$ cat src/rtl/branch_resolve_queue_if.sv
// Purpose: bundles the fetch-side enqueue, EX-side resolve and status/statistics
//          signals of branch_resolve_queue.
// Ports (modports):
//   master - fetch/EX side: drives stall, enq_*, res_valid, br_en and br_target,
//            and observes mispredict, redirect_pc, upd_*, full, empty, count,
//            the counters and the sticky error flags.
//   slave  - the queue itself, with the opposite directions.
interface branch_resolve_queue_if #(
    parameter int WIDTH = 32,
    parameter int DEPTH = 4
);
    localparam int CNT_W = $clog2(DEPTH) + 1;

    logic             stall;
    logic             enq_valid;
    logic [WIDTH-1:0] enq_pc;
    logic             enq_pred;
    logic [WIDTH-1:0] enq_target;
    logic             res_valid;
    logic             br_en;
    logic [WIDTH-1:0] br_target;

    logic             mispredict;
    logic [WIDTH-1:0] redirect_pc;
    logic             upd_valid;
    logic             upd_taken;
    logic             full;
    logic             empty;
    logic [CNT_W-1:0] count;
    logic [31:0]      br_count;
    logic [31:0]      mp_count;
    logic             err_ovf;
    logic             err_unf;

    modport master (
        output stall, enq_valid, enq_pc, enq_pred, enq_target,
               res_valid, br_en, br_target,
        input  mispredict, redirect_pc, upd_valid, upd_taken, full, empty,
               count, br_count, mp_count, err_ovf, err_unf
    );

    modport slave (
        input  stall, enq_valid, enq_pc, enq_pred, enq_target,
               res_valid, br_en, br_target,
        output mispredict, redirect_pc, upd_valid, upd_taken, full, empty,
               count, br_count, mp_count, err_ovf, err_unf
    );
endinterface

$ cat src/rtl/branch_resolve_queue.sv
// Purpose: circular queue of in-flight branch predictions. The oldest entry is
//          compared against the EX outcome on resolve; a mismatch produces a
//          registered one-cycle mispredict pulse with the corrected PC and
//          flushes the queue. Every resolve also strobes a predictor update and
//          bumps saturating statistics counters.
// Ports:
//   clk - rising-edge clock
//   rst - synchronous active-high reset, overrides all other activity
//   bus - branch_resolve_queue_if.slave (enqueue, resolve, status, counters)
module branch_resolve_queue #(
    parameter int WIDTH = 32,
    parameter int DEPTH = 4
) (
    input  logic                    clk,
    input  logic                    rst,
    branch_resolve_queue_if.slave   bus
);
    localparam int PTR_W = $clog2(DEPTH);
    localparam int CNT_W = PTR_W + 1;

    // Returns {mismatch, redirect_pc} for a resolved head entry.
    function automatic logic [WIDTH:0] resolve_f(
        input logic             pred,
        input logic [WIDTH-1:0] pc,
        input logic [WIDTH-1:0] tgt,
        input logic             taken,
        input logic [WIDTH-1:0] act_tgt
    );
        logic [WIDTH:0] r;
        case ({pred, taken})
            2'b10:   r = {1'b1, pc + WIDTH'(32'd4)};   // wraps modulo 2^WIDTH
            2'b01:   r = {1'b1, act_tgt};
            2'b11:   r = {(tgt != act_tgt), act_tgt};
            default: r = {1'b0, {WIDTH{1'b0}}};
        endcase
        return r;
    endfunction

    logic [WIDTH-1:0] pc_mem_q  [DEPTH];
    logic [WIDTH-1:0] tgt_mem_q [DEPTH];
    logic [DEPTH-1:0] pred_mem_q;

    logic [PTR_W-1:0] head_q, head_d, tail_q, tail_d;
    logic [CNT_W-1:0] count_q, count_d;
    logic             mispredict_q, mispredict_d;
    logic [WIDTH-1:0] redirect_q, redirect_d;
    logic             upd_valid_q, upd_valid_d;
    logic             upd_taken_q, upd_taken_d;
    logic [31:0]      br_count_q, br_count_d;
    logic [31:0]      mp_count_q, mp_count_d;
    logic             err_ovf_q, err_ovf_d;
    logic             err_unf_q, err_unf_d;

    logic             empty_s, full_s, enq_s, res_try_s, res_s, mm_s, push_s, pop_s;
    logic [WIDTH:0]   cmp_s;

    assign empty_s   = (count_q == CNT_W'(0));
    assign full_s    = (count_q == CNT_W'(DEPTH));
    assign enq_s     = bus.enq_valid & ~bus.stall;
    assign res_try_s = bus.res_valid & ~bus.stall;
    assign res_s     = res_try_s & ~empty_s;
    assign cmp_s     = resolve_f(pred_mem_q[head_q], pc_mem_q[head_q], tgt_mem_q[head_q],
                                 bus.br_en, bus.br_target);
    assign mm_s      = res_s & cmp_s[WIDTH];

    // Next-state: pointer/count movement, flush, pulses, counters and sticky errors.
    always_comb begin
        head_d       = head_q;
        tail_d       = tail_q;
        count_d      = count_q;
        push_s       = 1'b0;
        pop_s        = 1'b0;
        mispredict_d = mm_s;
        upd_valid_d  = res_s;
        upd_taken_d  = upd_taken_q;
        redirect_d   = redirect_q;
        br_count_d   = br_count_q;
        mp_count_d   = mp_count_q;
        err_ovf_d    = err_ovf_q | (enq_s & full_s & ~res_s);
        err_unf_d    = err_unf_q | (res_try_s & empty_s);

        if (mm_s) begin
            // Flush: everything younger is wrong-path, including a same-cycle enqueue.
            head_d  = tail_q;
            count_d = CNT_W'(0);
        end else begin
            // A correct resolve frees the head slot, so push is legal even when full.
            pop_s   = res_s;
            push_s  = enq_s & (~full_s | res_s);
            head_d  = head_q + PTR_W'(pop_s);
            tail_d  = tail_q + PTR_W'(push_s);
            count_d = count_q + CNT_W'(push_s) - CNT_W'(pop_s);
        end

        if (res_s) begin
            upd_taken_d = bus.br_en;
            if (br_count_q != 32'hFFFF_FFFF) begin
                br_count_d = br_count_q + 32'd1;
            end else begin
                br_count_d = br_count_q;
            end
        end else begin
            upd_taken_d = upd_taken_q;
        end

        if (mm_s) begin
            redirect_d = cmp_s[WIDTH-1:0];
            if (mp_count_q != 32'hFFFF_FFFF) begin
                mp_count_d = mp_count_q + 32'd1;
            end else begin
                mp_count_d = mp_count_q;
            end
        end else begin
            redirect_d = redirect_q;
        end
    end

    // Control and output registers with synchronous reset.
    always_ff @(posedge clk) begin
        if (rst) begin
            head_q       <= '0;
            tail_q       <= '0;
            count_q      <= '0;
            mispredict_q <= 1'b0;
            redirect_q   <= '0;
            upd_valid_q  <= 1'b0;
            upd_taken_q  <= 1'b0;
            br_count_q   <= 32'd0;
            mp_count_q   <= 32'd0;
            err_ovf_q    <= 1'b0;
            err_unf_q    <= 1'b0;
        end else begin
            head_q       <= head_d;
            tail_q       <= tail_d;
            count_q      <= count_d;
            mispredict_q <= mispredict_d;
            redirect_q   <= redirect_d;
            upd_valid_q  <= upd_valid_d;
            upd_taken_q  <= upd_taken_d;
            br_count_q   <= br_count_d;
            mp_count_q   <= mp_count_d;
            err_ovf_q    <= err_ovf_d;
            err_unf_q    <= err_unf_d;
        end
    end

    // Entry storage; contents are only meaningful between head and tail, so no reset.
    always_ff @(posedge clk) begin
        if (push_s && !rst) begin
            pc_mem_q[tail_q]   <= bus.enq_pc;
            tgt_mem_q[tail_q]  <= bus.enq_target;
            pred_mem_q[tail_q] <= bus.enq_pred;
        end
    end

    assign bus.mispredict  = mispredict_q;
    assign bus.redirect_pc = redirect_q;
    assign bus.upd_valid   = upd_valid_q;
    assign bus.upd_taken   = upd_taken_q;
    assign bus.full        = full_s;
    assign bus.empty       = empty_s;
    assign bus.count       = count_q;
    assign bus.br_count    = br_count_q;
    assign bus.mp_count    = mp_count_q;
    assign bus.err_ovf     = err_ovf_q;
    assign bus.err_unf     = err_unf_q;
endmodule

$ cat src/flat_wrapper.sv
// flat-port wrapper written by rule: the top's interface ports become plain ports
module branch_resolve_queue_flat 
#(
    parameter int WIDTH = 32,
    parameter int DEPTH = 4
)
  (clk, rst, bus_stall, bus_enq_valid, bus_enq_pc, bus_enq_pred, bus_enq_target, bus_res_valid, bus_br_en, bus_br_target, bus_mispredict, bus_redirect_pc, bus_upd_valid, bus_upd_taken, bus_full, bus_empty, bus_count, bus_br_count, bus_mp_count, bus_err_ovf, bus_err_unf);
  branch_resolve_queue_if #(.WIDTH(WIDTH), .DEPTH(DEPTH)) bus_i ();
  input  logic clk;
  input  logic rst;
  input wire logic [$bits(bus_i.stall)-1:0] bus_stall;
  input wire logic [$bits(bus_i.enq_valid)-1:0] bus_enq_valid;
  input wire logic [$bits(bus_i.enq_pc)-1:0] bus_enq_pc;
  input wire logic [$bits(bus_i.enq_pred)-1:0] bus_enq_pred;
  input wire logic [$bits(bus_i.enq_target)-1:0] bus_enq_target;
  input wire logic [$bits(bus_i.res_valid)-1:0] bus_res_valid;
  input wire logic [$bits(bus_i.br_en)-1:0] bus_br_en;
  input wire logic [$bits(bus_i.br_target)-1:0] bus_br_target;
  output wire logic [$bits(bus_i.mispredict)-1:0] bus_mispredict;
  output wire logic [$bits(bus_i.redirect_pc)-1:0] bus_redirect_pc;
  output wire logic [$bits(bus_i.upd_valid)-1:0] bus_upd_valid;
  output wire logic [$bits(bus_i.upd_taken)-1:0] bus_upd_taken;
  output wire logic [$bits(bus_i.full)-1:0] bus_full;
  output wire logic [$bits(bus_i.empty)-1:0] bus_empty;
  output wire logic [$bits(bus_i.count)-1:0] bus_count;
  output wire logic [$bits(bus_i.br_count)-1:0] bus_br_count;
  output wire logic [$bits(bus_i.mp_count)-1:0] bus_mp_count;
  output wire logic [$bits(bus_i.err_ovf)-1:0] bus_err_ovf;
  output wire logic [$bits(bus_i.err_unf)-1:0] bus_err_unf;
  assign bus_i.stall = bus_stall;
  assign bus_i.enq_valid = bus_enq_valid;
  assign bus_i.enq_pc = bus_enq_pc;
  assign bus_i.enq_pred = bus_enq_pred;
  assign bus_i.enq_target = bus_enq_target;
  assign bus_i.res_valid = bus_res_valid;
  assign bus_i.br_en = bus_br_en;
  assign bus_i.br_target = bus_br_target;
  assign bus_mispredict = bus_i.mispredict;
  assign bus_redirect_pc = bus_i.redirect_pc;
  assign bus_upd_valid = bus_i.upd_valid;
  assign bus_upd_taken = bus_i.upd_taken;
  assign bus_full = bus_i.full;
  assign bus_empty = bus_i.empty;
  assign bus_count = bus_i.count;
  assign bus_br_count = bus_i.br_count;
  assign bus_mp_count = bus_i.mp_count;
  assign bus_err_ovf = bus_i.err_ovf;
  assign bus_err_unf = bus_i.err_unf;
  branch_resolve_queue #(.WIDTH(WIDTH), .DEPTH(DEPTH)) u_core (.clk(clk), .rst(rst), .bus(bus_i));
endmodule
$ cat config.mk
export PLATFORM = sky130hd
export DESIGN_NAME = branch_resolve_queue_flat
export DESIGN_NICKNAME = d
export VERILOG_FILES = /design/src/rtl/branch_resolve_queue_if.sv /design/src/rtl/branch_resolve_queue.sv /design/src/flat_wrapper.sv
export SDC_FILE = /design/constraint.sdc
export NUM_CORES = 1
export LEC_CHECK = 0
export CELL_PAD_IN_SITES_DETAIL_PLACEMENT = 0
export CELL_PAD_IN_SITES_GLOBAL_PLACEMENT = 1
export CORE_UTILIZATION = 41
export DETAILED_ROUTE_END_ITERATION = 8
export PLACE_DENSITY_LB_ADDON = 0.1
export SLEW_MARGIN = 15
export SYNTH_ARGS = -nofsm -noshare
export SYNTH_HDL_FRONTEND = slang
export SYNTH_SLANG_ARGS = --single-unit
$ cat constraint.sdc
create_clock -name clk -period 8.7 [get_ports clk]
set_input_delay 0.87 -clock clk [delete_from_list [all_inputs] [get_ports clk]]
set_output_delay 0.87 -clock clk [all_outputs]
set_load 0.005 [all_outputs]
==> flow_summary.json <==
{
  "status": "completed",
  "max_stage_delay_ps": 970,
  "maxSlewViolCount": 0,
  "antenna_found_initial": 0,
  "place_ws_ps": 3224,
  "leakagePower_nw": 6.315,
  "power_density_nw_per_um2": 218.6,
  "tightest_slew_ps": 1100,
  "crit_type": "flip-flop to flip-flop",
  "final_core_util": 0.5243,
  "slew_headroom": 0.2635,
  "overflow": 0,
  "arrival_ps": 5620,
  "gp_congestion": 0.7674,
  "clk_latency_ps": 530,
  "grt_util_met3": 0.03183,
  "grt_pass1_vias": 9521,
  "crit_slowest_cell": "dfxtp_4",
  "crit_chain": "mux2i_1 -> o311ai_0 -> nor4_1 -> and4_1 -> a21o_1 -> nand2b_1 -> nor2_4 -> buf_4",
  "seqPwrFrac": 0.473,
  "drc": 0,
  "fin_skew_ps": 17.51,
  "cts_hold_repair.buffers": 0,
  "startpoint_type": "flip-flop",
  "hold_violations": 0,
  "first_iter_violations": 557,
  "synthFlopType": "edfxtp_1",
  "ys_async_sr_fraction": 0,
  "post_synth_num_cell_types": 51,
  "wl_per_cell_um": 20.81,
  "grt_pass1_wl_um": 57700,
  "initial_core_util": 0.4207,
  "viasPerCell": 5.290,
  "switching_share": 0.2374,
  "diodes": 0,
  "internal_power_mw": 3.231,
  "layout_commonest_cell": "edfxtp_1",
  "first_pass_iters": 4,
  "globalRoute.busiestLayer": "met2",
  "cp_max_fo": 53,
  "use_met1": 0.2738,
  "yosysSeqAreaShare": 0.6412,
  "critPathCaptureType": "flip-flop",
  "vias": 9782,
  "cp.required_ps": 8860,
  "syn_inst": 1104,
  "period_share": 0.6269,
  "ant_nets": 0,
  "drive_above_1_share": 0.1234,
  "syn_area_um2": 15550,
  "vdd_drop_max_uv": 138.0,
  "fin_ws_ps": 3246,
  "rows": 70,
  "fillers": 3217,
  "maxCapViolCount": 0,
  "cts_resized": 0,
  "final_cell_mix": "edfxtp_1 (260), clkdlybuf4s50_1 (206), nor2_1 (114), dfxtp_1 (106), mux4_2 (57)",
  "fmax_mhz": 183.4,
  "clkTransAtPathRegs_ps": 50,
  "grt_use_met2": 0.3285,
  "finalSetupViolations": 0,
  "dieArea_um2": 38710,
  "die_y_um": 196.7,
  "power_frac_comb": 0.132,
  "syn_to_final_growth_pct": 24.64,
  "track_usage": 0.1988,
  "hpwl_um": 25890,
  "grt_max_degree": 77,
  "core_um2": 36960,
  "die_width_um": 196.7,
  "cts_tree": "yes",
  "synth_edf_count": 260,
  "power_frac_clock": 0.395,
  "h-tree-depth": 2,
  "cts_buffer_depth": 3,
  "postCtsSetupBuffers": 0,
  "cts-root-buf": "clkbuf_16",
  "fin_nets": 1424,
  "rsz0062_at_grt": "no",
  "avgSynthCellArea_um2": 14.08,
  "cts_buffers": 41,
  "p_sw_mw": 1.006,
  "hold_class": "flip-flop to flip-flop",
  "top_level_ports": 209,
  "portBuffers": 208,
  "synth_nets": 1215,
  "period_needed_ps": 5454,
  "yosysWarnings": 0,
  "routed_wl_um": 38490,
  "ys_ff_latch": 368,
  "cts.sinks": 368
}
-- per-stage QoR --
step	instances	setup TNS, ps	instance area [um^2]	hold WS (ps)	total power, mW
6_report	1849	0	19380	494.4	4.236
5_1_grt	1849	0	19380	514.9	4.408
4_1_cts	1849	0	19380	500.2	4.293
3_5_place_dp	1774	0	18080	486.1	2.610
3_3_place_gp	1774	0	18080	452.8	2.607
2_1_floorplan	1104	-34080	15550	460.4	2.376
-- power by group through the flow --
stage / Clock (mW) / Sequential (mW) / Combinational (mW)
2_1_floorplan: 0 / 2.01 / 0.369
3_3_place_gp: 0 / 2.04 / 0.564
3_5_place_dp: 0 / 2.04 / 0.566
4_1_cts: 1.72 / 2.01 / 0.569
5_1_grt: 1.79 / 2.01 / 0.607
6_report: 1.67 / 2.00 / 0.560
-- synthesized netlist by cell type, types with 20 or more instances --
cell,number,area share
nor2b_1,27,0.011
dfxtp_1,108,0.14
nand2_1,44,0.011
nor2_1,116,0.028
xor2_1,35,0.020
mux2i_1,20,0.013
clkbuf_1,26,0.0063
inv_1,21,0.0051
and3_1,27,0.011
a22oi_1,24,0.012
mux2_2,26,0.019
nand4_1,23,0.0093
a211oi_1,28,0.014
mux4_2,57,0.083
nand3_1,43,0.014
edfxtp_1,260,0.50
xnor2_1,54,0.030
nor3_1,23,0.0074
-- layer usage --
layer,wire [um],part of all wire
met1,17270,0.45
met2,18440,0.48
met3,2049,0.053
met4,724,0.019
met5,0,0
-- cell type report --
| type | count | area (um^2) | share of cell area |
|---|---|---|---|
| Clock buffer | 54 | 1095 | 0.05649 |
| Sequential cell | 368 | 9977 | 0.5148 |
| Multi-Input combinational cell | 662 | 5235 | 0.2701 |
| Timing Repair Buffer | 219 | 2157 | 0.1113 |
| Inverter | 21 | 78.83 | 0.004067 |
| Tap cell | 504 | 630.6 | 0.03254 |
| Clock inverter | 21 | 206.4 | 0.01065 |
-- critical path: cells and delay by family, from the launching register on --
kind                   cells  cell delay [ps]
AND/OR/NAND/NOR            4             1890
multiplexers               1              740
buffers and inverters      1              640
AO/OA/AOI/OAI              2              730
flip-flops                 1              970
-- flip-flops by register name (all words and copies together), names as in the netlist --
name	cells
u_core.bus.br_count	32
u_core.bus.count	3
u_core.bus.mp_count	32
u_core.bus.upd_valid	1
u_core.head_q	2
u_core.bus.err_ovf	1
u_core.bus.mispredict	1
u_core.bus.upd_taken	1
u_core.tgt_mem_q	128
u_core.bus.err_unf	1
u_core.pc_mem_q	128
u_core.pred_mem_q	4
u_core.bus.redirect_pc	32
u_core.tail_q	2
-- logic make-up after synthesis --
| kind of cell | after synthesis | synth area share |
|---|---|---|
| AOI/OAI and AO/OA | 100 | 0.04442 |
| xor gates and xnor gates | 89 | 0.05013 |
| adders and majority gates | 8 | 0.006920 |
| buffers and inverters | 74 | 0.02503 |
| DFF | 368 | 0.6412 |
| muxes | 104 | 0.1150 |
| and+or+nand+nor | 361 | 0.1173 |
-- final timing paths --
| kind | from | to | slack (ps) | depth (start not counted) |
|---|---|---|---|---|
| min | u_core.bus.err_ovf | u_core.bus.err_ovf | 490 | 2 |
| min reg2reg | u_core.bus.err_ovf | u_core.bus.err_ovf | 490 | 2 |
| max | u_core.head_q[0] | u_core.pc_mem_q[3][21] | 3250 | 8 |
| max reg2reg | u_core.head_q[0] | u_core.pc_mem_q[3][21] | 3250 | 8 |
No activity file was read; power rests on OpenSTA's default activity.
==> RTL edit 1: new RTL, same flow settings <==
`DEPTH` is set to 4 in 3 places; all go to 2.
--- a/src/rtl/branch_resolve_queue_if.sv
+++ b/src/rtl/branch_resolve_queue_if.sv
@@ -9,3 +9,3 @@
     parameter int WIDTH = 32,
-    parameter int DEPTH = 4
+    parameter int DEPTH = 2
 );
--- a/src/rtl/branch_resolve_queue.sv
+++ b/src/rtl/branch_resolve_queue.sv
@@ -11,3 +11,3 @@
     parameter int WIDTH = 32,
-    parameter int DEPTH = 4
+    parameter int DEPTH = 2
 ) (
--- a/src/flat_wrapper.sv
+++ b/src/flat_wrapper.sv
@@ -4,3 +4,3 @@
     parameter int WIDTH = 32,
-    parameter int DEPTH = 4
+    parameter int DEPTH = 2
 )
Interface: changed (resized bus_count); port bits go from 209 to 208. The function was not compared with the original's and may differ.
==> RTL edit 1 against the unedited design <==
The flow now finishes with violations (design-rule violations). Worst hold slack worse by 0.034 ns. Sequential cell count is 133 lower. Worst setup slack better by 0.83 ns. Final area is 27% lower. Power is 37% lower. Maximum frequency is 18% higher. Routed wire length is 21% lower. Synthesized area is 30% lower.
==> RTL edit 1: results (changes against the unedited design) <==
- Failing checks: design-rule violations
- Most common library cells after synthesis: 130 x sky130_fd_sc_hd__edfxtp_1, 105 x sky130_fd_sc_hd__dfxtp_1, 60 x sky130_fd_sc_hd__nor2_1
- Layout cell share with drive strength beyond 1: 6.525% (-5.8 points)
* Nets: 1268 (-11%)
- Layout Skew: 0.01515 ns (-0.002355 ns)
- Initial DRC count: 629 (+13%)
* DR DRC count: 34 (+34)
* Crit path arrival time: 4.78 ns (-0.84 ns)
- Layout clock buffers: 30 (-44%)
- The routability-driven placement congestion ratio was 0.8301 (+8.2%).
- The number of iterations in the first detailed-routing pass was 7 (+3).
- The number of clock sinks was 235 (-36%).
* Standby leakage power: 4.458 nW (-29%)
* Status: complete, but fails checks
- Dominant delay contributor by cell family on the critical path: buffers and inverters
- Sum of internal, switching and leakage power: 0.002662 W (-37%)
- Syn_nets: 1078 (-11%)
* Number of flops mapped to enable cells by yosys: 130 (-50%)
- End point of the critical path: u_core.tgt_mem_q[0][13]
* Hold slack: 0.4605 ns (-0.03391 ns)
- The largest fanout on the critical path is 68 (+28%).
- The biggest cell delay along the critical path came to 0.76 ns (-0.21 ns).
- The fraction of area in clock buffers and inverters came to 6.137% (-0.58 points).
* Top post-synthesis cells by area: sky130_fd_sc_hd__edfxtp_1 36%, sky130_fd_sc_hd__dfxtp_1 19%, sky130_fd_sc_hd__mux2i_1 5.1%
- Total wirelength of the detailed-routed design: 30330 um (-21%)
* Crit-path slowest cell: sky130_fd_sc_hd__buf_4
- The sum of net half-perimeters after detailed placement was 21340 um (-18%).
- Number of non-clock inverters in the layout: 23 (+9.5%)
-- RTL edit 1: metrics by stage --
step / utilization, % / setup slack, ns / cells
after floorplan: - / 1.564 / 970
after global placement: 50.72 / 3.924 / 1466
after detailed placement: 50.75 / 3.848 / 1467
after CTS: 54.07 / 4.029 / 1515
after global routing: 54.07 / 3.728 / 1515
final: 54.07 / 4.072 / 1515
-- RTL edit 1: layer usage --
layer / GRT usage, % / routed length (um) / vias to the layer above
met5: 0 / 0 / -
met1: 29.84 / 13260 / 3960
met3: 3.072 / 1619 / 55
met2: 36.27 / 14350 / 262
met4: 8.257 / 1088 / 0
li1: - / - / 4073
-- RTL edit 1: cells by family after synthesis --
| kind of cell | share of synthesized area [%] |
|---|---|
| XOR/XNOR | 7.053 |
| AO/OA/AOI/OAI | 11.29 |
| flip-flops | 54.96 |
| buffers and inverters | 3.263 |
| adder cells (fa/ha/maj) | 0.5725 |
| AND/OR/NAND/NOR | 16.50 |
| multiplexers | 6.366 |
==> RTL edit 2: new RTL, same settings <==
Without the edit above. Reset style: asynchronous (`rst`), changed in one clocked block. Comments in the files are not updated.
--- a/src/rtl/branch_resolve_queue.sv
+++ b/src/rtl/branch_resolve_queue.sv
@@ -118,3 +118,3 @@
     // Control and output registers with synchronous reset.
-    always_ff @(posedge clk) begin
+    always_ff @(posedge clk or posedge rst) begin
         if (rst) begin
Check against the original RTL: differs if rst is asserted again (counterexample within 4 cycles, from zero or initial values and one cycle with rst high); with rst held inactive, the same outputs for 4 cycles.
==> RTL edit 2 against the unedited design <==
Final area up 0.61%. Largest cell class unchanged. Worst setup slack worse by 0.30 ns. Routed wire length down 3.1%. Sequential cell count unchanged. Highest routed layer is now met5. Synthesized area down 0.47%. Critical endpoint is now u_core.tgt_mem_q[1][0].
Power is not compared: it rests on default switching activity, and its combinational part moved more than twofold at a synthesized area within 25%.
==> RTL edit 2: results (changes against the unedited design) <==
- The run finished with clean final reports.
- R2r endpoint: u_core.tgt_mem_q[1][0]
- The number of iterations in the first detailed-routing pass was 5 (+1).
- Worst relative slew slack: 31.43% (+5.1 points)
- The number of nets in the finished design is 1337 (-6.1%).
* Final weighted congestion in routability-driven placement: 0.7687 (+0.17%)
- Number of antenna violations at the first check in global routing: 1 (+1)
* Routed metal-1 wirelength: 16730 um (-3.1%)
* Source of the worst register-to-register timing path: u_core.head_q[0]
- Worst R2R Setup Slack: 2.95 ns (-0.30 ns)
- Layout cell share with drive strength beyond 1: 12.00% (-0.34 points)
- Worst Min Path Start: u_core.bus.err_ovf
- Placed Cells incl. Taps: 1688 (-4.8%)
* Number of global-route vias before repair: 9146 (-3.9%)
* Most common library cells after synthesis: 260 x sky130_fd_sc_hd__edfxtp_1, 108 x sky130_fd_sc_hd__dfrtp_1, 85 x sky130_fd_sc_hd__xnor2_1
- The highest clock frequency the design can meet came to 0.1739 GHz (-5.1%).
- Post-synthesis area per instance: 15.51 um2 (+10%)
* Crit-path slowest cell: sky130_fd_sc_hd__dfrtp_4
- Top post-synthesis cells by area: sky130_fd_sc_hd__edfxtp_1 50%, sky130_fd_sc_hd__dfrtp_1 17%, sky130_fd_sc_hd__mux4_2 8.4%
- Min-Delay Path Depth: 1 (-1)
- The post-detailed-route wirelength per cell was 21.17 um (+1.7%).
- The maximum number of pins on one net before global-route repair came to 73 (-5.2%).
* Worst Reg-to-Reg Cells: 10 (+2)
* Dominant delay contributor by cell family on the critical path: buffers and inverters
- Met2 routed wirelength: 18150 um (-1.6%)
- The total clock buffers created by CTS was 40 (-2.4%).
* Endpoint of the worst hold-timing path: u_core.bus.err_ovf
- Routed wire length on met3: 1817 um (-11%)
- Via-to-Cell Ratio: 5.156 (-2.5%)
- Met2 track demand over resource in global routing: 32.65% (-0.20 points)
## RTL edit 2: cell types whose count changed after synthesis, moves of 13 or more
cell                       delta
sky130_fd_sc_hd__nor2_1      -60
sky130_fd_sc_hd__a211oi_1    -28
sky130_fd_sc_hd__nand2_1     +20
sky130_fd_sc_hd__and2_1      -13
sky130_fd_sc_hd__dfxtp_1    -108
sky130_fd_sc_hd__nor2b_1     -22
sky130_fd_sc_hd__xnor2_1     +31
sky130_fd_sc_hd__mux2_2      -22
sky130_fd_sc_hd__dfrtp_1    +108
## RTL edit 2: layout make-up
type | instances | area, um2
timing repair buffer | 225 | 2205
tap | 504 | 630.6
sequential | 368 | 10520
fill | 3069 | 17380
multi-input combinational | 566 | 4727
clock buffer | 57 | 1126
inverter | 25 | 96.34
clock inverter | 17 | 195.2
## RTL edit 2: metrics by stage
| stage | hold WS (ns) | instance area (um2) |
|---|---|---|
| final | 0.4562 | 19500 |
| after global routing | 0.4949 | 19500 |
| after CTS | 0.4585 | 19500 |
| after detailed placement | 0.4446 | 18180 |
| after global placement | 0.4413 | 18180 |
| after floorplan | 0.4510 | 15490 |
## RTL edit 2: power by group through the flow
stage                     combinational [W]  sequential (W)  clock (W)
final                               0.00140         0.00229    0.00170
after global routing                0.00152         0.00233    0.00181
after CTS                           0.00142         0.00230    0.00174
after detailed placement            0.00142         0.00233          0
after global placement              0.00141         0.00233          0
after floorplan                    0.000944         0.00221          0
## RTL edit 2: cell families (layout without fill, tap and decap cells)
family | count (synthesis) | in the layout | synth area share (%)
flops | 368 | 368 | 67.91
compound gates | 72 | 72 | 2.951
mux | 88 | 88 | 10.47
simple gates | 271 | 271 | 8.885
buf+inv | 64 | 324 | 1.900
xor+xnor | 127 | 127 | 7.187
fa+ha+maj | 8 | 8 | 0.6953
